### src/rtl/bht_upd_if.sv
// Resolved-branch update channel into the BHT write sequencer.
// The producer drives valid and payload, and the sequencer returns ready.
interface bht_upd_if #(
  parameter int unsigned INDEX_BITS = 9,
  parameter int unsigned COL_BITS   = 1,
  parameter int unsigned TAG_BITS   = 8
) ();
  logic                  upd_valid;
  logic                  upd_ready;
  logic [INDEX_BITS-1:0] upd_index;
  logic [COL_BITS-1:0]   upd_col;
  logic [TAG_BITS-1:0]   upd_tag;
  logic                  upd_taken;

  modport master (
    output upd_valid, upd_index, upd_col, upd_tag, upd_taken,
    input  upd_ready
  );

  modport slave (
    input  upd_valid, upd_index, upd_col, upd_tag, upd_taken,
    output upd_ready
  );
endinterface

### src/rtl/bht_update_ctrl.sv
// BHT write-port sequencer: update FIFO with counter read-modify-write, plus init/flush row sweep.
// Define BHT_UPD_STATS_EN to enable the saturating dropped-update counter on dropped_cnt_o.
module bht_update_ctrl #(
  parameter  int unsigned NR_ROWS         = 512,
  parameter  int unsigned INSTR_PER_FETCH = 2,
  parameter  int unsigned TAG_BITS        = 8,
  parameter  int unsigned UPD_DEPTH       = 4,
  localparam int unsigned INDEX_BITS      = $clog2(NR_ROWS),
  localparam int unsigned COL_BITS        = (INSTR_PER_FETCH > 1) ? $clog2(INSTR_PER_FETCH) : 1
) (
  input  logic                       clk_i,
  input  logic                       rst_ni,
  input  logic                       flush_i,
  input  logic                       debug_mode_i,
  input  logic                       rd_conflict_i,
  bht_upd_if.slave                   upd,
  output logic [INDEX_BITS-1:0]      lk_index_o,
  output logic [COL_BITS-1:0]        lk_col_o,
  input  logic [1:0]                 lk_counter_i,
  input  logic [TAG_BITS-1:0]        lk_tag_i,
  output logic                       wr_en_o,
  output logic [INDEX_BITS-1:0]      wr_index_o,
  output logic [INSTR_PER_FETCH-1:0] wr_col_mask_o,
  output logic [1:0]                 wr_counter_o,
  output logic                       wr_tag_en_o,
  output logic [TAG_BITS-1:0]        wr_tag_o,
  output logic                       busy_o,
  output logic [15:0]                dropped_cnt_o
);

  localparam int unsigned PTR_BITS = $clog2(UPD_DEPTH);
  localparam logic [INDEX_BITS-1:0] LAST_ROW = INDEX_BITS'(NR_ROWS - 1);

  typedef enum logic [1:0] {INIT_SWEEP, IDLE, FLUSH_SWEEP} state_e;

  typedef struct packed {
    logic [INDEX_BITS-1:0] index;
    logic [COL_BITS-1:0]   col;
    logic [TAG_BITS-1:0]   tag;
    logic                  taken;
  } upd_t;

  function automatic logic [1:0] next_counter(input logic [1:0] cnt, input logic tag_hit,
                                              input logic taken);
    logic [1:0] res;
    if (!tag_hit)        res = taken ? 2'b10 : 2'b01;
    else if (taken)      res = (cnt == 2'b11) ? 2'b11 : cnt + 2'b01;
    else                 res = (cnt == 2'b00) ? 2'b00 : cnt - 2'b01;
    return res;
  endfunction

  function automatic logic [INSTR_PER_FETCH-1:0] col_mask(input logic [COL_BITS-1:0] col);
    return INSTR_PER_FETCH'(1) << col;
  endfunction

  state_e                  state_q, state_d;
  logic [INDEX_BITS-1:0]   row_q, row_d;
  upd_t                    fifo_q [UPD_DEPTH];
  logic [PTR_BITS:0]       wr_ptr_q, rd_ptr_q;
  upd_t                    head, upd_in;
  logic                    empty, full, busy, push, pop, wr_en;

  assign empty = (wr_ptr_q == rd_ptr_q);
  assign full  = (wr_ptr_q[PTR_BITS] != rd_ptr_q[PTR_BITS]) &&
                 (wr_ptr_q[PTR_BITS-1:0] == rd_ptr_q[PTR_BITS-1:0]);
  assign busy  = (state_q != IDLE);
  assign head  = fifo_q[rd_ptr_q[PTR_BITS-1:0]];

  assign upd_in        = '{index: upd.upd_index, col: upd.upd_col,
                           tag: upd.upd_tag, taken: upd.upd_taken};
  assign upd.upd_ready = ~full & ~busy;
  assign push          = upd.upd_valid & upd.upd_ready & ~debug_mode_i & ~flush_i;

  assign busy_o     = busy;
  assign lk_index_o = head.index;
  assign lk_col_o   = head.col;
  // Reset forces the strobe low even though the state already sits in INIT_SWEEP.
  assign wr_en_o    = wr_en & rst_ni;

  // FIFO storage: payload only, no reset needed
  always_ff @(posedge clk_i) begin
    if (push) fifo_q[wr_ptr_q[PTR_BITS-1:0]] <= upd_in;
  end

  // FIFO pointers: flush discards everything queued
  always_ff @(posedge clk_i or negedge rst_ni) begin
    if (!rst_ni) begin
      wr_ptr_q <= '0;
      rd_ptr_q <= '0;
    end else if (flush_i) begin
      wr_ptr_q <= '0;
      rd_ptr_q <= '0;
    end else begin
      if (push) wr_ptr_q <= wr_ptr_q + 1'b1;
      if (pop)  rd_ptr_q <= rd_ptr_q + 1'b1;
    end
  end

  // State register
  always_ff @(posedge clk_i or negedge rst_ni) begin
    if (!rst_ni) begin
      state_q <= INIT_SWEEP;
      row_q   <= '0;
    end else begin
      state_q <= state_d;
      row_q   <= row_d;
    end
  end

  // Next state and write-port outputs
  always_comb begin
    state_d       = state_q;
    row_d         = row_q;
    wr_en         = 1'b0;
    pop           = 1'b0;
    wr_index_o    = row_q;
    wr_col_mask_o = '1;
    wr_counter_o  = 2'b10;
    wr_tag_en_o   = 1'b0;
    wr_tag_o      = head.tag;
    case (state_q)
      INIT_SWEEP, FLUSH_SWEEP: begin
        if (!rd_conflict_i) begin
          wr_en = 1'b1;
          if (row_q == LAST_ROW) begin
            state_d = IDLE;
            row_d   = '0;
          end else begin
            row_d = row_q + 1'b1;
          end
        end
      end
      IDLE: begin
        wr_index_o    = head.index;
        wr_col_mask_o = col_mask(head.col);
        wr_counter_o  = next_counter(lk_counter_i, lk_tag_i == head.tag, head.taken);
        wr_tag_en_o   = 1'b1;
        if (!empty && !rd_conflict_i) begin
          wr_en = 1'b1;
          pop   = 1'b1;
        end
      end
      default: state_d = INIT_SWEEP;
    endcase
    if (flush_i) begin
      state_d = FLUSH_SWEEP;
      row_d   = '0;
    end
  end

`ifdef BHT_UPD_STATS_EN
  logic        drop;
  logic [15:0] dropped_q;

  assign drop = upd.upd_valid & (busy | debug_mode_i | flush_i);

  always_ff @(posedge clk_i or negedge rst_ni) begin
    if (!rst_ni)                            dropped_q <= '0;
    else if (drop && dropped_q != 16'hFFFF) dropped_q <= dropped_q + 16'd1;
  end

  assign dropped_cnt_o = dropped_q;
`else
  assign dropped_cnt_o = 16'h0;
`endif

endmodule

### src/flat_wrapper.sv
// flat-port wrapper written by rule: the top's interface ports become plain ports
module bht_update_ctrl_flat 
#(
  parameter  int unsigned NR_ROWS         = 512,
  parameter  int unsigned INSTR_PER_FETCH = 2,
  parameter  int unsigned TAG_BITS        = 8,
  parameter  int unsigned UPD_DEPTH       = 4,
  localparam int unsigned INDEX_BITS      = $clog2(NR_ROWS),
  localparam int unsigned COL_BITS        = (INSTR_PER_FETCH > 1) ? $clog2(INSTR_PER_FETCH) : 1
)
  (clk_i, rst_ni, flush_i, debug_mode_i, rd_conflict_i, lk_index_o, lk_col_o, lk_counter_i, lk_tag_i, wr_en_o, wr_index_o, wr_col_mask_o, wr_counter_o, wr_tag_en_o, wr_tag_o, busy_o, dropped_cnt_o, upd_upd_valid, upd_upd_index, upd_upd_col, upd_upd_tag, upd_upd_taken, upd_upd_ready);
  bht_upd_if #(.INDEX_BITS(9), .COL_BITS(1), .TAG_BITS(TAG_BITS)) upd_i ();
  input  logic clk_i;
  input  logic rst_ni;
  input  logic flush_i;
  input  logic debug_mode_i;
  input  logic rd_conflict_i;
  output logic [INDEX_BITS-1:0] lk_index_o;
  output logic [COL_BITS-1:0] lk_col_o;
  input  logic [1:0] lk_counter_i;
  input  logic [TAG_BITS-1:0] lk_tag_i;
  output logic wr_en_o;
  output logic [INDEX_BITS-1:0] wr_index_o;
  output logic [INSTR_PER_FETCH-1:0] wr_col_mask_o;
  output logic [1:0] wr_counter_o;
  output logic wr_tag_en_o;
  output logic [TAG_BITS-1:0] wr_tag_o;
  output logic busy_o;
  output logic [15:0] dropped_cnt_o;
  input wire logic [$bits(upd_i.upd_valid)-1:0] upd_upd_valid;
  input wire logic [$bits(upd_i.upd_index)-1:0] upd_upd_index;
  input wire logic [$bits(upd_i.upd_col)-1:0] upd_upd_col;
  input wire logic [$bits(upd_i.upd_tag)-1:0] upd_upd_tag;
  input wire logic [$bits(upd_i.upd_taken)-1:0] upd_upd_taken;
  output wire logic [$bits(upd_i.upd_ready)-1:0] upd_upd_ready;
  assign upd_i.upd_valid = upd_upd_valid;
  assign upd_i.upd_index = upd_upd_index;
  assign upd_i.upd_col = upd_upd_col;
  assign upd_i.upd_tag = upd_upd_tag;
  assign upd_i.upd_taken = upd_upd_taken;
  assign upd_upd_ready = upd_i.upd_ready;
  bht_update_ctrl #(.NR_ROWS(NR_ROWS), .INSTR_PER_FETCH(INSTR_PER_FETCH), .TAG_BITS(TAG_BITS), .UPD_DEPTH(UPD_DEPTH)) u_core (.clk_i(clk_i), .rst_ni(rst_ni), .flush_i(flush_i), .debug_mode_i(debug_mode_i), .rd_conflict_i(rd_conflict_i), .upd(upd_i), .lk_index_o(lk_index_o), .lk_col_o(lk_col_o), .lk_counter_i(lk_counter_i), .lk_tag_i(lk_tag_i), .wr_en_o(wr_en_o), .wr_index_o(wr_index_o), .wr_col_mask_o(wr_col_mask_o), .wr_counter_o(wr_counter_o), .wr_tag_en_o(wr_tag_en_o), .wr_tag_o(wr_tag_o), .busy_o(busy_o), .dropped_cnt_o(dropped_cnt_o));
endmodule
### config.mk
export PLATFORM = sky130hd
export DESIGN_NAME = bht_update_ctrl_flat
export DESIGN_NICKNAME = d
export VERILOG_FILES = /design/src/rtl/bht_upd_if.sv /design/src/rtl/bht_update_ctrl.sv /design/src/flat_wrapper.sv
export SDC_FILE = /design/constraint.sdc
export NUM_CORES = 1
export LEC_CHECK = 0
export CAP_MARGIN = 20
export CELL_PAD_IN_SITES_DETAIL_PLACEMENT = 1
export CELL_PAD_IN_SITES_GLOBAL_PLACEMENT = 2
export CORE_ASPECT_RATIO = 1.25
export CORE_UTILIZATION = 38
export CTS_CLUSTER_SIZE = 16
export DETAILED_ROUTE_END_ITERATION = 6
export PLACE_DENSITY_LB_ADDON = 0.12
export SYNTH_ARGS = -nofsm -noshare
export SYNTH_HDL_FRONTEND = slang
export SYNTH_SLANG_ARGS = --single-unit
### constraint.sdc
create_clock -name clk_i -period 4.5 [get_ports clk_i]
set_input_delay 0.9 -clock clk_i [delete_from_list [all_inputs] [get_ports clk_i]]
set_output_delay 0.9 -clock clk_i [all_outputs]
set_load 0.01 [all_outputs]
* After elaboration in Yosys (flattened, before gate mapping)
Memories as Yosys holds them, arrays and structs flattened.
Cells that the tools add are included.
** Word-level totals
- Bits in registers :: 17
- Bits in latches :: 0
- RAM bits :: 76
- ROM bits :: 0
- Output and inout port bits :: 51
- Word-level logic and storage cells :: 72
- Memories :: 1
** Memories
- u_core.fifo_q :: words 4, bits a word 19, read ports 1, clocked after memory_dff 0, wr ports 1, line bht_update_ctrl.sv:58 : upd_t fifo_q [UPD_DEPTH];
** Operators by class
- $add $sub $neg :: 5
- $mul :: 0
- Divide/modulo/power cells :: 0
- $lt $le $gt $ge :: 0
- Eq/ne operators :: 13
- Shifts and indexed selects :: 1
- Mux-type cells :: 27
- Bitwise logic cells :: 9
- Reductions and logical operators :: 12
** Operators by type and width (number)
- 9-bit two-way mux :: 5
- 2-bit two-way mux :: 10
- 3-bit two-way mux :: 4
- 9-bit by 1-bit adder with 9-bit output (second input constant) :: 1
- 9-bit equality test (second input constant) :: 1
- 8-bit equality test :: 1
- 3-bit by 1-bit adder with 3-bit output (second input constant) :: 2
- 1-bit two-way mux :: 6
- 2-bit nonzero test :: 3
- 1-bit AND :: 5
- 2-bit equality test (second input constant) :: 2
- 2-bit logical NOT :: 2
- 2-bit != test (second input constant) :: 2
- 1-bit NOT :: 4
- 2-bit case mux with 2 select lines :: 1
- 3-bit equality test :: 1
- 3-bit by 2-bit != test with 1-bit output (second input constant) :: 1
- 3-bit != test (second input constant) :: 1
- 3-bit AND reduction :: 1
- 2-bit by 1-bit adder with 2-bit output (second input constant) :: 1
- 2-bit by 1-bit equality test with 1-bit output (second input constant) :: 1
- 2-bit equality test :: 1
- 1-bit logical AND :: 2
- 1-bit logical NOT :: 2
- other kinds (7) :: 7

* Longest topological paths before layout
- Word-level depth :: 9
- Mapped depth :: 11
- Gate-level depth less buffers :: 9

* Worst setup path before layout
OpenSTA, ideal clock, no wires.
- Path type :: register to output
- Start :: register u_core.rd_ptr_q[0]
- End :: output port wr_counter_o[0]
- Arrival time :: 1.999 ns
- Required time :: 3.600 ns
- Path slack :: 1.601 ns
- Stages on the path, launching flop included :: 7
- Cell sequence :: dfrtp_1 > buf_6 > mux4_2 > xnor2_1 > nand4_1 > o21ai_1 > or3b_1
** On the way
- Longest elaborated chain between the ends :: 4
** Ends and longest elaborated chain
- start: declaration :: line bht_update_ctrl.sv:59 : logic [PTR_BITS:0] wr_ptr_q, rd_ptr_q;
- start signal: assignment :: line bht_update_ctrl.sv:95 : if (pop) rd_ptr_q <= rd_ptr_q + 1'b1;
- memory read 4 x 19 bit
- net wr_tag_o[5] :: line flat_wrapper.sv:27 : output logic [TAG_BITS-1:0] wr_tag_o;
- 8-bit equality test :: line bht_update_ctrl.sv:136 : wr_counter_o = next_counter(lk_counter_i, lk_tag_i == head.tag, head.taken);
- 2-bit two-way mux :: line bht_update_ctrl.sv:46 : if (!tag_hit) res = taken ? 2'b10 : 2'b01;
- 2-bit two-way mux :: line bht_update_ctrl.sv:121 : case (state_q)
- end: declaration :: line flat_wrapper.sv:25 : output logic [1:0] wr_counter_o;
The timed path passes the listed nets, and every way through them passes these cells.

* Worst setup path in the final report
- Start :: register u_core.rd_ptr_q[1]
- End :: output port wr_counter_o[0]
** On the way
- Longest elaborated chain between the ends :: 4
** Ends and longest elaborated chain (line)
- memory read 4 x 19 bit (*)
- 8-bit equality test, or another cell as far along :: bht_update_ctrl.sv:136
- 2-bit two-way mux (*) :: bht_update_ctrl.sv:46
- 2-bit two-way mux (*) :: bht_update_ctrl.sv:121
Every way passes the cells marked *; elsewhere a longest branch is shown, timed or not.

==> results.toml <==
[status]
status = "finished clean"

[sta]
finalSetupViolCount = 0
fin_crit_sh_pct = 90.73
relSlewSlack_pct = 49.19
max_freq_ghz = 0.2449
finalCriticalPeriod_ps = 4083
worst_slew_pin_slew_ps = 759.7
rsz0062_at_grt = "false"
final_hold_viol_count = 0
finalWorstSetupSlack_ps = 417.2
worst_hold_slack_ps = 529.1
slew_viol_final = 0
fin_worst_skew_ps = 7.110
fin_setup_tns_ps = 0

[place]
numPortBuffers = 69
place_area_um2 = 4945
dpl_worst_slack_ps = 747.9
post-dp-hpwl_um = 6216
globalplace.congestion = 0.7828

[synthesis]
muxShareOfSynthArea_pct = 11.02
yosysUniqueCellTypes = 42
synth_xor_area_share_pct = 3.391
synth_simple_gate_area_share_pct = 9.779
synthTopCellsByArea = "edfxtp_1 55%, dfrtp_1 10%, mux4_2 9.3%, nand2_1 3.2%, buf_4 2.9%"
ys.flop_type = "edfxtp_1"
synth_top_area_share_pct = 55.22
yosysTopAreaCell = "edfxtp_1"
synth_compound_area_share_pct = 3.663
synth_common_cells = "76 x edfxtp_1, 35 x nand2_1, 20 x nor2_1"
async_reset_ff_share_pct = 18.28
synth_top_family_by_area = "multiplexers"
synth.most_common_cell = "edfxtp_1"
postSynthAreaPerCell_um2 = 14.87
synthCells = 278
ys_seq_area_share_pct = 65.52
netlist_area_um2 = 4133
synth_adder_area_share_pct = 2.119
synth_edf_count = 76
ys_seq_elements = 93
yosysWarnings = 0

[grt]
grt_usage_pct = 17.32
grt_pass1_vias = 2612
grt_pass1_wl_um = 14250
grt_start_max_net_pins = 20
antenna_found_initial = 0
grt-ovfl-total = 0

[pwr]
ir_worst_vdd_mv = 0.2314
power_density_nw_per_um2 = 334.7
power_uw = 1756
p_leak_uw = 0.001838

[cts]
cts_buffers = 9
post_cts_buffers = 0
cts.clk_slew.worst_paths_ps = 60
cts_num_sinks = 93
cts_resized = 0
cts_buffer_depth = 2
h-tree-depth = 3
insertion_delay_ps = 340
hold_buffers = 0
clock-root-buffer = "clkbuf_16"
cts_tree = "built"

[worst_setup_path]
required_ps = 3600
r2r_end = "u_core.row_q[5]$_DFFE_PN0P_"
crit_arrival_ps = 3180
critPathCaptureType = "output pin"
critPathCapture = "wr_counter_o[0]"
cp-start-kind = "flop"
rrSetupSlack_ps = 1730
critPathLaunch = "u_core.rd_ptr_q[1]$_DFFE_PN0P_"
path_class = "flop to output pin"
rr_worst_depth = 8
path_max_fanout = 14
worstReg2RegStart = "u_core.row_q[0]$_DFFE_PN0P_"

[layout]
area_growth_pct = 26.95
antenna_cells = 0
drive_gt1_share_pct = 12.74
post-route-cell-area_um2 = 5246
fin_nets = 398

[floorplan]
io-pin-count = 86
die_w_um = 95.28
die-area_um2 = 11300
fp.dieH_um = 118.6
start_util_pct = 39.13
coreArea_um2 = 10560
fp-row-count = 42

[routing]
vias = 2497
wl_per_cell_um = 17.98
drc = 0
drt_first_iter_violations = 107
wl_um = 8866
drtAntennaViolNets = 0
firstDrtPassIters = 6
routed_via_density = 5.065

[hold_path]
worstHoldPathType = "flop to flop"
whs_path_depth = 1

[job]
cap_violations = 0
stage by stage:
stage	utilization (%)	cells
after floorplan	-	293
after global placement	46.81	477
after detailed placement	46.81	477
after CTS	49.67	493
after global routing	49.67	493
final	49.67	493
worst min-delay path by stage:
stage / start / endpoint / slack, ps
floorplan: u_core.state_q[1]$_DFFE_PN0P_ / u_core.state_q[1]$_DFFE_PN0P_ / 490
global placement: u_core.state_q[1]$_DFFE_PN0P_ / u_core.state_q[1]$_DFFE_PN0P_ / 510
detailed placement: u_core.state_q[1]$_DFFE_PN0P_ / u_core.state_q[1]$_DFFE_PN0P_ / 510
CTS: u_core.state_q[1]$_DFFE_PN0P_ / u_core.state_q[1]$_DFFE_PN0P_ / 530
global route: u_core.state_q[1]$_DFFE_PN0P_ / u_core.state_q[1]$_DFFE_PN0P_ / 560
finish: u_core.state_q[1]$_DFFE_PN0P_ / u_core.state_q[1]$_DFFE_PN0P_ / 530
report_power, final:
| part | switching [uW] | internal (uW) | leakage [uW] |
|---|---|---|---|
| Combinational | 33.3 | 35.9 | 0.000788 |
| Sequential | 1.89 | 932 | 0.000914 |
| Clock | 318 | 435 | 0.000137 |
| Total | 353 | 1400 | 0.00184 |
state kept, by name, summed over array words and instances (netlist names):
signal and count:
u_core.state_q 2, u_core.wr_ptr_q 3, u_core.fifo_q 76, u_core.rd_ptr_q 3, u_core.row_q 9
metal layers:
layer / vias up / global-route usage, % / routed length, um
li1: 1156 / - / -
met1: 1272 / 21.81 / 3805
met2: 65 / 28.75 / 4635
met3: 4 / 4.505 / 367
met4: 0 / 5.398 / 57
met5: - / 0 / 0
placed cells by master (no fill, tap or decap), types with 3 or more instances in the layout:
cell type,netlist,routed
conb_1,1,16
and3_1,4,4
xor2_1,3,3
mux4_2,17,17
clkbuf_16,0,9
a22oi_1,3,3
nand3b_1,3,3
ha_1,7,7
clkdlybuf4s50_1,0,69
a21oi_1,6,6
buf_4,16,9
clkinvlp_4,0,3
dfrtp_1,17,17
and2_1,4,4
edfxtp_1,76,76
nand2_1,35,35
o21ai_0,7,7
xnor2_1,13,13
nor3_1,5,5
nor2_1,20,20
critical path: stages, from the launching register on:
cell	delay, ps
dfrtp_1	830
mux4_1	470
xnor2_1	230
nand4_1	250
o21ai_1	210
or3b_1	370
clkdlybuf4s50_1	500
cells by family (layout without fill, tap and decap cells):
group	after synthesis	in the layout
buffers and inverters	30	98
adders and majority gates	7	7
DFF	93	93
and+or+nand+nor	86	86
xor gates and xnor gates	16	16
muxes	21	21
other	1	16
AOI/OAI and AO/OA	24	24
layout make-up:
cell class	count	area [um2]
fill	1050	5316
sequential	93	2708
multi-input combinational	170	1299
timing repair buffer	78	758.2
clock buffer	10	229.0
tap	132	165.2
clock inverter	6	72.57
inverter	4	15.01
Note: power is estimated with default switching activity, not from simulation.
